===== src/rtl/pwm_ctrl_pkg.sv =====
// -----------------------------------------------------------------------------
// pwm_ctrl_pkg
// Shared definitions for the PWM ramp controller:
//   - state_t : controller state encoding (IDLE / LOAD / RAMP)
//   - CNT_W   : default width of the PWM top/compare/counter values
//   - DWELL_W : default width of the per-step dwell count
// No ports (package).
// -----------------------------------------------------------------------------
package pwm_ctrl_pkg;

    localparam int CNT_W   = 16;
    localparam int DWELL_W = 8;

    typedef enum logic [1:0] {
        IDLE = 2'd0,
        LOAD = 2'd1,
        RAMP = 2'd2
    } state_t;

endpackage


===== src/rtl/pwm_ramp_ctrl_if.sv =====
// -----------------------------------------------------------------------------
// pwm_ramp_ctrl_if
// Ramp descriptor channel between a host and pwm_ramp_ctrl.
//
// Handshake: a descriptor transfers on any rising clk edge where cfg_valid and
// cfg_ready are both high. The master holds cfg_valid and all cfg_* fields
// stable until that edge; cfg_ready never depends combinationally on
// cfg_valid.
//
// Signals:
//   cfg_valid  master->slave  descriptor present
//   cfg_ready  slave->master  controller can accept a descriptor
//   cfg_top    master->slave  PWM top value            [CNT_W]
//   cfg_start  master->slave  first compare value      [CNT_W]
//   cfg_end    master->slave  final compare value      [CNT_W]
//   cfg_step   master->slave  compare increment        [CNT_W]
//   cfg_dwell  master->slave  periods per step minus 1 [DWELL_W]
//   cfg_pol    master->slave  PWM polarity
//   cfg_mode   master->slave  PWM counting mode
// -----------------------------------------------------------------------------
interface pwm_ramp_ctrl_if #(
    parameter int CNT_W   = pwm_ctrl_pkg::CNT_W,
    parameter int DWELL_W = pwm_ctrl_pkg::DWELL_W
);

    logic               cfg_valid;
    logic               cfg_ready;
    logic [CNT_W-1:0]   cfg_top;
    logic [CNT_W-1:0]   cfg_start;
    logic [CNT_W-1:0]   cfg_end;
    logic [CNT_W-1:0]   cfg_step;
    logic [DWELL_W-1:0] cfg_dwell;
    logic               cfg_pol;
    logic               cfg_mode;

    modport master (
        output cfg_valid, cfg_top, cfg_start, cfg_end, cfg_step,
               cfg_dwell, cfg_pol, cfg_mode,
        input  cfg_ready
    );

    modport slave (
        input  cfg_valid, cfg_top, cfg_start, cfg_end, cfg_step,
               cfg_dwell, cfg_pol, cfg_mode,
        output cfg_ready
    );

endinterface


===== src/rtl/pwm_wrap_det.sv =====
// -----------------------------------------------------------------------------
// pwm_wrap_det
// Detects PWM period boundaries from the PWM counter: a boundary is a cycle in
// which the counter reads 0 after having been non-zero in the previous cycle.
// This holds for both edge-aligned and up/down counting.
//
// Ports:
//   clk    in   system clock
//   rst    in   synchronous active-high reset
//   clear  in   forces the previous-count register to 0 (used while the PWM
//               is being restarted so the restart is not seen as a boundary)
//   cnt    in   PWM counter            [CNT_W]
//   wrap   out  boundary indication (combinational from register + cnt)
// -----------------------------------------------------------------------------
module pwm_wrap_det #(
    parameter int CNT_W = pwm_ctrl_pkg::CNT_W
) (
    input  logic             clk,
    input  logic             rst,
    input  logic             clear,
    input  logic [CNT_W-1:0] cnt,
    output logic             wrap
);

    logic [CNT_W-1:0] cnt_prev;

    always_ff @(posedge clk) begin
        if (rst || clear) begin
            cnt_prev <= '0;
        end else begin
            cnt_prev <= cnt;
        end
    end

    assign wrap = (cnt_prev != '0) && (cnt == '0);

endmodule


===== src/rtl/pwm_ramp_ctrl.sv =====
// -----------------------------------------------------------------------------
// pwm_ramp_ctrl
// Programs and drives a pwm core: accepts a ramp descriptor, restarts the PWM
// for one cycle, then steps the compare value from start to end, one step per
// (dwell+1) PWM periods, only at period boundaries.
//
// Build option: define PWM_RAMP_CTRL_LOOP_EN for triangle "breathing": on
// reaching a target after its dwell the ramp reverses towards the other
// end-point and repeats forever; done never pulses, only abort/rst leave RAMP.
//
// Ports:
//   clk        in   system clock
//   rst        in   synchronous active-high reset
//   cfg        slave modport of pwm_ramp_ctrl_if (descriptor handshake)
//   abort      in   stop the ramp, keep current duty, no done
//   pwm_cnt    in   counter from the PWM               [CNT_W]
//   pwm_rst    out  reset to the PWM (registered)
//   pwm_top    out  PWM top value                     [CNT_W]
//   pwm_comp   out  PWM compare value                 [CNT_W]
//   pwm_pol    out  PWM polarity
//   pwm_mode   out  PWM counting mode
//   busy       out  ramp in progress (state != IDLE)
//   done       out  one-cycle pulse when the ramp completes
//   dbg_state  out  current controller state
// -----------------------------------------------------------------------------
module pwm_ramp_ctrl #(
    parameter int CNT_W   = pwm_ctrl_pkg::CNT_W,
    parameter int DWELL_W = pwm_ctrl_pkg::DWELL_W
) (
    input  logic                 clk,
    input  logic                 rst,
    pwm_ramp_ctrl_if.slave       cfg,
    input  logic                 abort,
    input  logic [CNT_W-1:0]     pwm_cnt,
    output logic                 pwm_rst,
    output logic [CNT_W-1:0]     pwm_top,
    output logic [CNT_W-1:0]     pwm_comp,
    output logic                 pwm_pol,
    output logic                 pwm_mode,
    output logic                 busy,
    output logic                 done,
    output pwm_ctrl_pkg::state_t dbg_state
);

    import pwm_ctrl_pkg::*;

    state_t             state;
    logic [DWELL_W-1:0] dwell_cnt;
    logic [DWELL_W-1:0] dwell_r;
    logic [CNT_W-1:0]   step_r;
    logic [CNT_W-1:0]   tgt_r;     // end-point currently being ramped towards
    logic               dir_up;
`ifdef PWM_RAMP_CTRL_LOOP_EN
    logic [CNT_W-1:0]   alt_r;     // the other end-point, swapped in on reversal
`endif
    logic               wrap;

    // One step from cur towards tgt, saturating at tgt. The extra bit catches
    // overflow on the way up and underflow on the way down. A zero step jumps
    // straight to the target.
    function automatic logic [CNT_W-1:0] next_comp(
        input logic [CNT_W-1:0] cur,
        input logic [CNT_W-1:0] step,
        input logic [CNT_W-1:0] tgt,
        input logic             up
    );
        logic [CNT_W:0]   sum;
        logic [CNT_W:0]   diff;
        logic [CNT_W-1:0] res;
        sum  = {1'b0, cur} + {1'b0, step};
        diff = {1'b0, cur} - {1'b0, step};
        if (step == '0) begin
            res = tgt;
        end else if (up) begin
            res = (sum >= {1'b0, tgt}) ? tgt : sum[CNT_W-1:0];
        end else begin
            res = (diff[CNT_W] || (diff <= {1'b0, tgt})) ? tgt : diff[CNT_W-1:0];
        end
        return res;
    endfunction

    // The PWM counter is stale during LOAD; clearing the history there keeps
    // the restart from being taken as a period boundary.
    pwm_wrap_det #(
        .CNT_W (CNT_W)
    ) u_wrap_det (
        .clk   (clk),
        .rst   (rst),
        .clear (state == LOAD),
        .cnt   (pwm_cnt),
        .wrap  (wrap)
    );

    always_ff @(posedge clk) begin
        if (rst) begin
            state     <= IDLE;
            pwm_rst   <= 1'b1;
            pwm_top   <= '0;
            pwm_comp  <= '0;
            pwm_pol   <= 1'b0;
            pwm_mode  <= 1'b0;
            done      <= 1'b0;
            dwell_cnt <= '0;
            dwell_r   <= '0;
            step_r    <= '0;
            tgt_r     <= '0;
            dir_up    <= 1'b1;
`ifdef PWM_RAMP_CTRL_LOOP_EN
            alt_r     <= '0;
`endif
        end else begin
            done    <= 1'b0;
            pwm_rst <= 1'b0;
            case (state)
                IDLE: begin
                    // Registering the descriptor here makes every PWM output
                    // valid in the LOAD cycle, alongside pwm_rst.
                    if (cfg.cfg_valid) begin
                        state     <= LOAD;
                        pwm_rst   <= 1'b1;
                        pwm_top   <= cfg.cfg_top;
                        pwm_comp  <= cfg.cfg_start;
                        pwm_pol   <= cfg.cfg_pol;
                        pwm_mode  <= cfg.cfg_mode;
                        dwell_cnt <= cfg.cfg_dwell;
                        dwell_r   <= cfg.cfg_dwell;
                        step_r    <= cfg.cfg_step;
                        tgt_r     <= cfg.cfg_end;
                        dir_up    <= (cfg.cfg_start <= cfg.cfg_end);
`ifdef PWM_RAMP_CTRL_LOOP_EN
                        alt_r     <= cfg.cfg_start;
`endif
                    end
                end
                LOAD: begin
                    state <= abort ? IDLE : RAMP;
                end
                RAMP: begin
                    // abort takes priority over a boundary in the same cycle
                    if (abort) begin
                        state <= IDLE;
                    end else if (wrap) begin
                        if (dwell_cnt != '0) begin
                            dwell_cnt <= dwell_cnt - 1'b1;
                        end else if (pwm_comp == tgt_r) begin
`ifdef PWM_RAMP_CTRL_LOOP_EN
                            // Reverse and take the first step back in the
                            // same boundary so the peak is held dwell+1
                            // periods like every other level.
                            tgt_r     <= alt_r;
                            alt_r     <= tgt_r;
                            dir_up    <= ~dir_up;
                            pwm_comp  <= next_comp(pwm_comp, step_r, alt_r, ~dir_up);
                            dwell_cnt <= dwell_r;
`else
                            done  <= 1'b1;
                            state <= IDLE;
`endif
                        end else begin
                            pwm_comp  <= next_comp(pwm_comp, step_r, tgt_r, dir_up);
                            dwell_cnt <= dwell_r;
                        end
                    end
                end
                default: begin
                    state <= IDLE;
                end
            endcase
        end
    end

    assign cfg.cfg_ready = (state == IDLE);
    assign busy          = (state != IDLE);
    assign dbg_state     = state;

endmodule


===== src/flat_wrapper.sv =====
// flat-port wrapper written by rule: the top's interface ports become plain ports
module pwm_ramp_ctrl_flat import pwm_ctrl_pkg::*;
#(
    parameter int CNT_W   = pwm_ctrl_pkg::CNT_W,
    parameter int DWELL_W = pwm_ctrl_pkg::DWELL_W
)
  (clk, rst, abort, pwm_cnt, pwm_rst, pwm_top, pwm_comp, pwm_pol, pwm_mode, busy, done, dbg_state, cfg_cfg_valid, cfg_cfg_top, cfg_cfg_start, cfg_cfg_end, cfg_cfg_step, cfg_cfg_dwell, cfg_cfg_pol, cfg_cfg_mode, cfg_cfg_ready);
  pwm_ramp_ctrl_if #(.CNT_W(CNT_W), .DWELL_W(DWELL_W)) cfg_i ();
  input  logic clk;
  input  logic rst;
  input  logic abort;
  input  logic [CNT_W-1:0] pwm_cnt;
  output logic pwm_rst;
  output logic [CNT_W-1:0] pwm_top;
  output logic [CNT_W-1:0] pwm_comp;
  output logic pwm_pol;
  output logic pwm_mode;
  output logic busy;
  output logic done;
  output pwm_ctrl_pkg::state_t dbg_state;
  input wire logic [$bits(cfg_i.cfg_valid)-1:0] cfg_cfg_valid;
  input wire logic [$bits(cfg_i.cfg_top)-1:0] cfg_cfg_top;
  input wire logic [$bits(cfg_i.cfg_start)-1:0] cfg_cfg_start;
  input wire logic [$bits(cfg_i.cfg_end)-1:0] cfg_cfg_end;
  input wire logic [$bits(cfg_i.cfg_step)-1:0] cfg_cfg_step;
  input wire logic [$bits(cfg_i.cfg_dwell)-1:0] cfg_cfg_dwell;
  input wire logic [$bits(cfg_i.cfg_pol)-1:0] cfg_cfg_pol;
  input wire logic [$bits(cfg_i.cfg_mode)-1:0] cfg_cfg_mode;
  output wire logic [$bits(cfg_i.cfg_ready)-1:0] cfg_cfg_ready;
  assign cfg_i.cfg_valid = cfg_cfg_valid;
  assign cfg_i.cfg_top = cfg_cfg_top;
  assign cfg_i.cfg_start = cfg_cfg_start;
  assign cfg_i.cfg_end = cfg_cfg_end;
  assign cfg_i.cfg_step = cfg_cfg_step;
  assign cfg_i.cfg_dwell = cfg_cfg_dwell;
  assign cfg_i.cfg_pol = cfg_cfg_pol;
  assign cfg_i.cfg_mode = cfg_cfg_mode;
  assign cfg_cfg_ready = cfg_i.cfg_ready;
  pwm_ramp_ctrl #(.CNT_W(CNT_W), .DWELL_W(DWELL_W)) u_core (.clk(clk), .rst(rst), .cfg(cfg_i), .abort(abort), .pwm_cnt(pwm_cnt), .pwm_rst(pwm_rst), .pwm_top(pwm_top), .pwm_comp(pwm_comp), .pwm_pol(pwm_pol), .pwm_mode(pwm_mode), .busy(busy), .done(done), .dbg_state(dbg_state));
endmodule

===== config.mk =====
export PLATFORM = sky130hd
export DESIGN_NAME = pwm_ramp_ctrl_flat
export DESIGN_NICKNAME = d
export VERILOG_FILES = /design/src/rtl/pwm_ctrl_pkg.sv /design/src/rtl/pwm_ramp_ctrl_if.sv /design/src/rtl/pwm_wrap_det.sv /design/src/rtl/pwm_ramp_ctrl.sv /design/src/flat_wrapper.sv
export SDC_FILE = /design/constraint.sdc
export NUM_CORES = 1
export LEC_CHECK = 0
export CELL_PAD_IN_SITES_DETAIL_PLACEMENT = 1
export CELL_PAD_IN_SITES_GLOBAL_PLACEMENT = 2
export CORE_UTILIZATION = 33
export DETAILED_ROUTE_END_ITERATION = 8
export HOLD_SLACK_MARGIN = 0.05
export PLACE_DENSITY = 0.84
export SLEW_MARGIN = 10
export SYNTH_ARGS = -nofsm -noshare
export SYNTH_HDL_FRONTEND = slang
export SYNTH_SLANG_ARGS = --single-unit

===== constraint.sdc =====
create_clock -name clk -period 9.3 [get_ports clk]
set_input_delay 0.93 -clock clk [delete_from_list [all_inputs] [get_ports clk]]
set_output_delay 0.93 -clock clk [all_outputs]
set_load 0.005 [all_outputs]

==> results of run 1 <==
-- state kept, by name (all words and copies together) (netlist names) --
name,count
u_core.dbg_state,2
u_core.dwell_cnt,8
u_core.u_wrap_det.cnt_prev,16
u_core.pwm_pol,1
u_core.done,1
u_core.pwm_rst,1
u_core.step_r,16
u_core.tgt_r,16
u_core.pwm_top,16
u_core.pwm_comp,16
u_core.dir_up,1
u_core.pwm_mode,1
u_core.dwell_r,8
-- placed cells by master, fill, tap and decap left out, types with 7 or more instances in the layout --
| cell type | n |
|---|---|
| nand2b_1 | 14 |
| a311oi_1 | 10 |
| o21ai_0 | 34 |
| and2_1 | 17 |
| nand4_1 | 15 |
| a211oi_1 | 19 |
| inv_1 | 63 |
| a31oi_1 | 15 |
| and3_1 | 9 |
| ha_1 | 82 |
| nor3_1 | 18 |
| mux2i_1 | 26 |
| nor4_1 | 18 |
| nand3_1 | 11 |
| xor2_1 | 8 |
| nand2_1 | 163 |
| clkbuf_16 | 9 |
| xnor2_1 | 40 |
| nor2_1 | 55 |
| a21oi_1 | 103 |
| o21a_1 | 7 |
| a221oi_1 | 7 |
| buf_4 | 7 |
| clkdlybuf4s50_1 | 132 |
| nor2b_1 | 14 |
| dfxtp_1 | 103 |
-- power by group through the flow --
stage                     clock network [W]  registers, W  logic [W]
after floorplan                           0      0.000505   0.000396
after global placement                    0      0.000516   0.000600
after detailed placement                  0      0.000518   0.000604
after CTS                          0.000428      0.000507   0.000609
after global routing               0.000443      0.000512   0.000674
final                              0.000416      0.000507   0.000612
-- synth_stat cells (6+ instances only) --
cell,instances
a211oi_1,19
a21oi_1,103
a221oi_1,7
a311o_1,6
a311oi_1,10
a31oi_1,15
and2_1,18
and3_1,9
clkbuf_1,41
dfxtp_1,103
ha_1,82
inv_1,63
mux2i_1,26
nand2_1,164
nand2b_1,14
nand3_1,11
nand4_1,15
nor2_1,55
nor2b_1,15
nor3_1,18
nor4_1,18
o211ai_1,6
o21a_1,7
o21ai_0,34
xnor2_1,40
xor2_1,8
-- final timing paths --
| check | endpoint | cells past startpoint | start | slack, ps |
|---|---|---|---|---|
| worst min register to register | u_core.pwm_top[3]$_SDFFE_PP0P_ | 2 | u_core.pwm_top[3]$_SDFFE_PP0P_ | 460 |
| worst max-delay path | u_core.pwm_comp[12]$_SDFFE_PP0P_ | 17 | u_core.step_r[2]$_SDFFE_PP0P_ | 4050 |
| worst max register to register | u_core.pwm_comp[12]$_SDFFE_PP0P_ | 17 | u_core.step_r[2]$_SDFFE_PP0P_ | 4050 |
| worst min-delay path | u_core.pwm_top[3]$_SDFFE_PP0P_ | 2 | u_core.pwm_top[3]$_SDFFE_PP0P_ | 460 |
-- per-layer routing --
layer,global-route usage [%],up-vias
li1,-,3621
met1,29.3,3610
met2,39.6,160
met3,4.95,24
met4,6.01,0
met5,0,-
-- worst max-delay path: stages (launching register included) --
cell       delay (ps)
dfxtp_1           400
inv_1              60
ha_1              390
nand2b_1          220
a221oi_1          490
o211ai_1          200
a221oi_2          480
xnor2_1           210
ha_1              280
a21oi_1           130
o21ai_0           140
a31oi_1           180
a31oi_1           160
a2111oi_4         810
buf_4             320
a21oi_2           170
a221oi_1          350
o31ai_1           120
-- cell families (layout without fill, tap and decap cells) --
group           Yosys count  count (layout)  share of synthesized area [%]
mux                      29              29                           3.92
simple gates            353             353                           22.1
fa+ha+maj                84              84                           14.2
buf+inv                 117             220                           6.05
compound gates          241             241                           20.7
xor+xnor                 48              48                           5.60
flops                   103             103                           27.5
-- per-stage QoR --
| stage | setup slack (ps) | std cells | util [%] | area, sq um |
|---|---|---|---|---|
| floorplan | 5250 | 975 | - | 7500 |
| global placement | 4350 | 1342 | 40.9 | 9030 |
| detailed placement | 4160 | 1342 | 40.9 | 9030 |
| CTS | 4140 | 1358 | 42.3 | 9350 |
| global route | 3790 | 1358 | 42.3 | 9350 |
| finish | 4050 | 1358 | 42.3 | 9350 |
-- layout make-up --
cell class | count | share of cell area [%]
multi-input combinational | 755 | 53.4
sequential | 103 | 22.0
timing repair buffer | 140 | 14.7
tap | 280 | 3.75
inverter | 64 | 2.57
clock buffer | 9 | 2.41
clock inverter | 7 | 1.08
==> impl_metrics.env, run 1 <==
export IMPL_rsz0062_at_grt="false"
export IMPL_powerDensity_nw_per_um2=164
export IMPL_report_final_slew_viol_count=0
export IMPL_register_area_sq_um=2060
export IMPL_via_count=7415
export IMPL_grt_max_degree=65
export IMPL_tns_ps=0
export IMPL_postCtsResizedCells=0
export IMPL_yosysTopAreaCell="dfxtp_1"
export IMPL_crit_type="reg2reg"
export IMPL_worstHoldPathType="reg2reg"
export IMPL_dr_wl_met2_microns=12600
export IMPL_internal_power_w=0.000926
export IMPL_port_buffers=133
export IMPL_fin_crit_ps=5250
export IMPL_netlist_area_sq_um=7500
export IMPL_clkLatencyLatePin_ps=370
export IMPL_first_iter_violations=259
export IMPL_pin_count=134
export IMPL_cts_root_buf="clkbuf_16"
export IMPL_synth_async_reset_ratio_pct=0
export IMPL_clock_skew_ps=17.9
export IMPL_total_power_w=0.00153
export IMPL_worstPathArrival_ps=5490
export IMPL_worst_pin_slew_ps=876
export IMPL_worstPathRequired_ps=9540
export IMPL_maxCapViolations=0
export IMPL_dieArea_sq_um=23300
export IMPL_grt_pass1_wl_microns=42500
export IMPL_post_drt_wl_per_cell_microns=19.7
export IMPL_path_max_fanout=11
export IMPL_synth_edf_count=0
export IMPL_ys_warn_count=0
export IMPL_hold_buffers=0
export IMPL_cp_end_kind="flop"
export IMPL_p_leak_nw=3.69
export IMPL_drtPass1Iterations=7
export IMPL_p_sw_w=0.000609
export IMPL_cts_buffers=9
export IMPL_cts_tree="yes"
export IMPL_top_layer="met4"
export IMPL_slew_headroom_pct=41.6
export IMPL_syn_to_final_growth_pct=24.6
export IMPL_vias_per_cell=5.46
export IMPL_power_frac_clock_pct=27.1
export IMPL_dpl_hpwl_microns=20700
export IMPL_hold_viol=0
export IMPL_hold_ws_ps=460
export IMPL_initial_core_util_pct=34.0
export IMPL_comb_power_share_pct=39.9
export IMPL_status="finished clean"
export IMPL_gp_congestion=0.894
export IMPL_die_h_microns=153
export IMPL_cts_max_level=3
export IMPL_postCtsSetupBuffers=0
export IMPL_max_freq_mhz=191
export IMPL_sequentialPowerShare_pct=33.0
export IMPL_wl_microns=26700
export IMPL_diodes=0
export IMPL_die_w_microns=153
export IMPL_grt_pass1_vias=7705
export IMPL_antenna_left=0
export IMPL_peakVddDrop_mv=0.0933
export IMPL_cts_sinks=103
export IMPL_drcViolationCount=0
export IMPL_cts_path_max_buffers=2
export IMPL_fin_crit_sh_pct=56.4
export IMPL_rows=54
export IMPL_setup_viol=0
export IMPL_yosys_top_cells_area="dfxtp_1, ha_1, nand2_1"
export IMPL_seq_area_frac_synth_pct=27.5
export IMPL_synth_net_count=1153
export IMPL_startpoint_type="flop"
export IMPL_ys_flop_type="dfxtp_1"
export IMPL_drive_above_1_share_pct=3.80
export IMPL_synthesis_instances=975
export IMPL_clk_pin_slew_worst_paths_ps=90
export IMPL_multi_input_area_sq_um=4990
export IMPL_swShare_pct=39.7
export IMPL_nFillCells=2705
export IMPL_grt_use_total_pct=23.1
export IMPL_ys_types=66
export IMPL_synth_ff_latch_count=103
export IMPL_coreArea_sq_um=22100
export IMPL_synth_avg_cell_area_sq_um=7.70
export IMPL_wl_met1_microns=12200
export IMPL_synth_top_area_share_pct=27.5
export IMPL_wl_met3_microns=1370
export IMPL_antenna_found_initial=0
export IMPL_layout_nets=1251
export IMPL_grt_overflow_total=0
Power figures use the tool's default switching activity.
==> run 2: changes to the inputs <==
--- a/config.mk
+++ b/config.mk
@@ -7,10 +7,10 @@
 export LEC_CHECK = 0
 export CELL_PAD_IN_SITES_DETAIL_PLACEMENT = 1
 export CELL_PAD_IN_SITES_GLOBAL_PLACEMENT = 2
-export CORE_UTILIZATION = 33
+export CORE_UTILIZATION = 31
 export DETAILED_ROUTE_END_ITERATION = 8
 export HOLD_SLACK_MARGIN = 0.05
-export PLACE_DENSITY = 0.84
+export PLACE_DENSITY = 0.8
 export SLEW_MARGIN = 10
 export SYNTH_ARGS = -nofsm -noshare
 export SYNTH_HDL_FRONTEND = slang
==> constraint.sdc (replaced) <==
create_clock -name clk -period 5 [get_ports clk]
set_input_delay 0.5 -clock clk [delete_from_list [all_inputs] [get_ports clk]]
set_output_delay 0.5 -clock clk [all_outputs]
set_load 0.005 [all_outputs]
==> run 2 against run 1 <==
  * Setup slack worse by 3600 ps
  * Maximum frequency is 15% higher
  * First-iteration DRC count is 58% higher
  * Non-clock buffer count is 11 higher
  * Sequential share of layout area is 0.30 points lower
  * Critical path type unchanged
  * Critical endpoint is now u_core.pwm_comp[5]$_SDFFE_PP0P_
==> impl_metrics.env, run 2 (synthesis gave the netlist of run 1 again) <==
export IMPL_cts_max_level=3
export IMPL_antenna_found_initial=0
export IMPL_peakVddDrop_mv=0.169
export IMPL_max_freq_mhz=219
export IMPL_post_drt_wl_per_cell_microns=19.0
export IMPL_setup_viol=0
export IMPL_crit_type="reg2reg"
export IMPL_grt_use_met3_pct=4.87
export IMPL_syn_to_final_growth_pct=26.3
export IMPL_path_max_fanout=9
export IMPL_pin_count=134
export IMPL_use_met1_pct=29.6
export IMPL_worstPathArrival_ps=4840
export IMPL_cts_root_buf="clkbuf_16"
export IMPL_powerDensity_nw_per_um2=304
export IMPL_grt_max_degree=83
export IMPL_grt_overflow_total=0
export IMPL_p_leak_nw=3.75
export IMPL_hold_buffers=0
export IMPL_hold_viol=0
export IMPL_worstHoldPathType="reg2reg"
export IMPL_grt_use_total_pct=22.6
export IMPL_instances_no_fill=1408
export IMPL_worst_slack_ps=429
export IMPL_dp_slack_ps=419
export IMPL_fin_crit_sh_pct=91.4
export IMPL_worst_pin_slew_ps=990
export IMPL_report_final_slew_viol_count=0
export IMPL_status="finished clean"
export IMPL_drive_above_1_share_pct=4.87
export IMPL_dpl_hpwl_microns=20900
export IMPL_clock_skew_ps=13.4
export IMPL_cts_tree="yes"
export IMPL_final_cell_mix="nand2_1, clkdlybuf4s50_1, a21oi_1, dfxtp_1, ha_1"
export IMPL_cp_end_kind="flop"
export IMPL_antenna_left=0
export IMPL_rsz0062_at_grt="false"
export IMPL_cts_path_max_buffers=2
export IMPL_drcViolationCount=0
export IMPL_via_count=7411
export IMPL_first_iter_violations=410
export IMPL_gp_congestion=0.890
export IMPL_tns_ps=0
export IMPL_grt_pass1_wl_microns=42900
export IMPL_wl_microns=26700
export IMPL_initial_core_util_pct=31.8
export IMPL_drtPass1Iterations=5
export IMPL_slew_headroom_pct=34.0
export IMPL_final_common_cell="nand2_1"
export IMPL_maxCapViolations=0
export IMPL_worstPathRequired_ps=5270
export IMPL_fin_crit_ps=4570
export IMPL_diodes=0
export IMPL_clkLatencyLatePin_ps=360
export IMPL_coreArea_sq_um=23600
export IMPL_postLayoutCoreUtil_pct=40.2
export IMPL_die_w_microns=158
export IMPL_met2_usage_pct=37.6
export IMPL_cts_sinks=103
export IMPL_layout_nets=1262
export IMPL_startpoint_type="flop"
export IMPL_place_inst=1391
export IMPL_total_power_w=0.00288
export IMPL_busiest_layer="met2"
export IMPL_port_buffers=133
export IMPL_die_h_microns=158
export IMPL_clk_pin_slew_worst_paths_ps=80
export IMPL_vias_per_cell=5.26
export IMPL_cts_buffers=9
export IMPL_rows=56
export IMPL_grt_pass1_vias=7638
export IMPL_dieArea_sq_um=24800
run 2: cell types whose count changed in the layout (fill, tap and decap cells not counted), sizes merged:
cell and change:
buf +11, inv +1, bufinv +1, clkinv -2
run 2: per-stage QoR:
stage / cell area (sq um) / hold WS, ps
after floorplan: 7500 / 433
after global routing: 9480 / 486
after CTS: 9470 / 458
after global placement: 9150 / 443
final: 9480 / 454
after detailed placement: 9150 / 449
run 2: layer usage:
| metal | wire length, microns | vias up |
|---|---|---|
| met5 | 0 | - |
| met4 | 459 | 0 |
| met3 | 1570 | 29 |
| met2 | 12400 | 171 |
| met1 | 12300 | 3570 |
| li1 | - | 3641 |
run 2: cell type report:
cell class	instances	area [sq um]
clock buffers	9	225
clock inverters	7	97.6
fillers	2890	14100
inverters	64	240
multi-input cells	755	5000
flip-flops and latches	103	2060
well taps	319	399
repair buffers	151	1460
run 2: final timing paths:
check,startpoint,end,slack (ps),cells past startpoint
max,u_core.pwm_comp[2]$_SDFFE_PP0P_,u_core.pwm_comp[5]$_SDFFE_PP0P_,430,16
min,u_core.pwm_top[6]$_SDFFE_PP0P_,u_core.pwm_top[6]$_SDFFE_PP0P_,450,2
max reg2reg,u_core.pwm_comp[2]$_SDFFE_PP0P_,u_core.pwm_comp[5]$_SDFFE_PP0P_,430,16
min reg2reg,u_core.pwm_top[6]$_SDFFE_PP0P_,u_core.pwm_top[6]$_SDFFE_PP0P_,450,2
run 2: critical path, stage by stage, from the launching register on:
cell	delay, ps
dfxtp_1	470
ha_1	380
nand2b_1	210
a221oi_1	460
o211ai_1	190
a221oi_2	470
xnor2_1	210
ha_1	280
a21oi_1	130
o21ai_0	140
o2111ai_1	240
a31oi_1	110
a2111oi_4	400
buf_4	280
mux2i_1	90
and3_1	190
a311oi_1	240
run 2: power breakdown:
| group | internal, W | total (W) | switching [W] |
|---|---|---|---|
| Combinational | 0.000497 | 0.00116 | 0.000667 |
| Sequential | 0.000875 | 0.000938 | 0.0000625 |
| Clock | 0.000404 | 0.000781 | 0.000377 |
run 2: what timing repair did:
| action | 4_1_cts | 5_1_grt |
|---|---|---|
| buffers inserted | 0 | 1 |
| setup endpoints to repair | 0 | 2 |
| resized for setup | 0 | 1 |
==> run 3: changes to the inputs <==
--- a/config.mk
+++ b/config.mk
@@ -11,7 +11,7 @@
 export DETAILED_ROUTE_END_ITERATION = 8
 export HOLD_SLACK_MARGIN = 0.05
 export PLACE_DENSITY = 0.8
-export SLEW_MARGIN = 10
+export SLEW_MARGIN = 15
 export SYNTH_ARGS = -nofsm -noshare
 export SYNTH_HDL_FRONTEND = slang
 export SYNTH_SLANG_ARGS = --single-unit
==> results of run 3 <==
No change in the layout: final DEF, timing and power equal those of run 2.
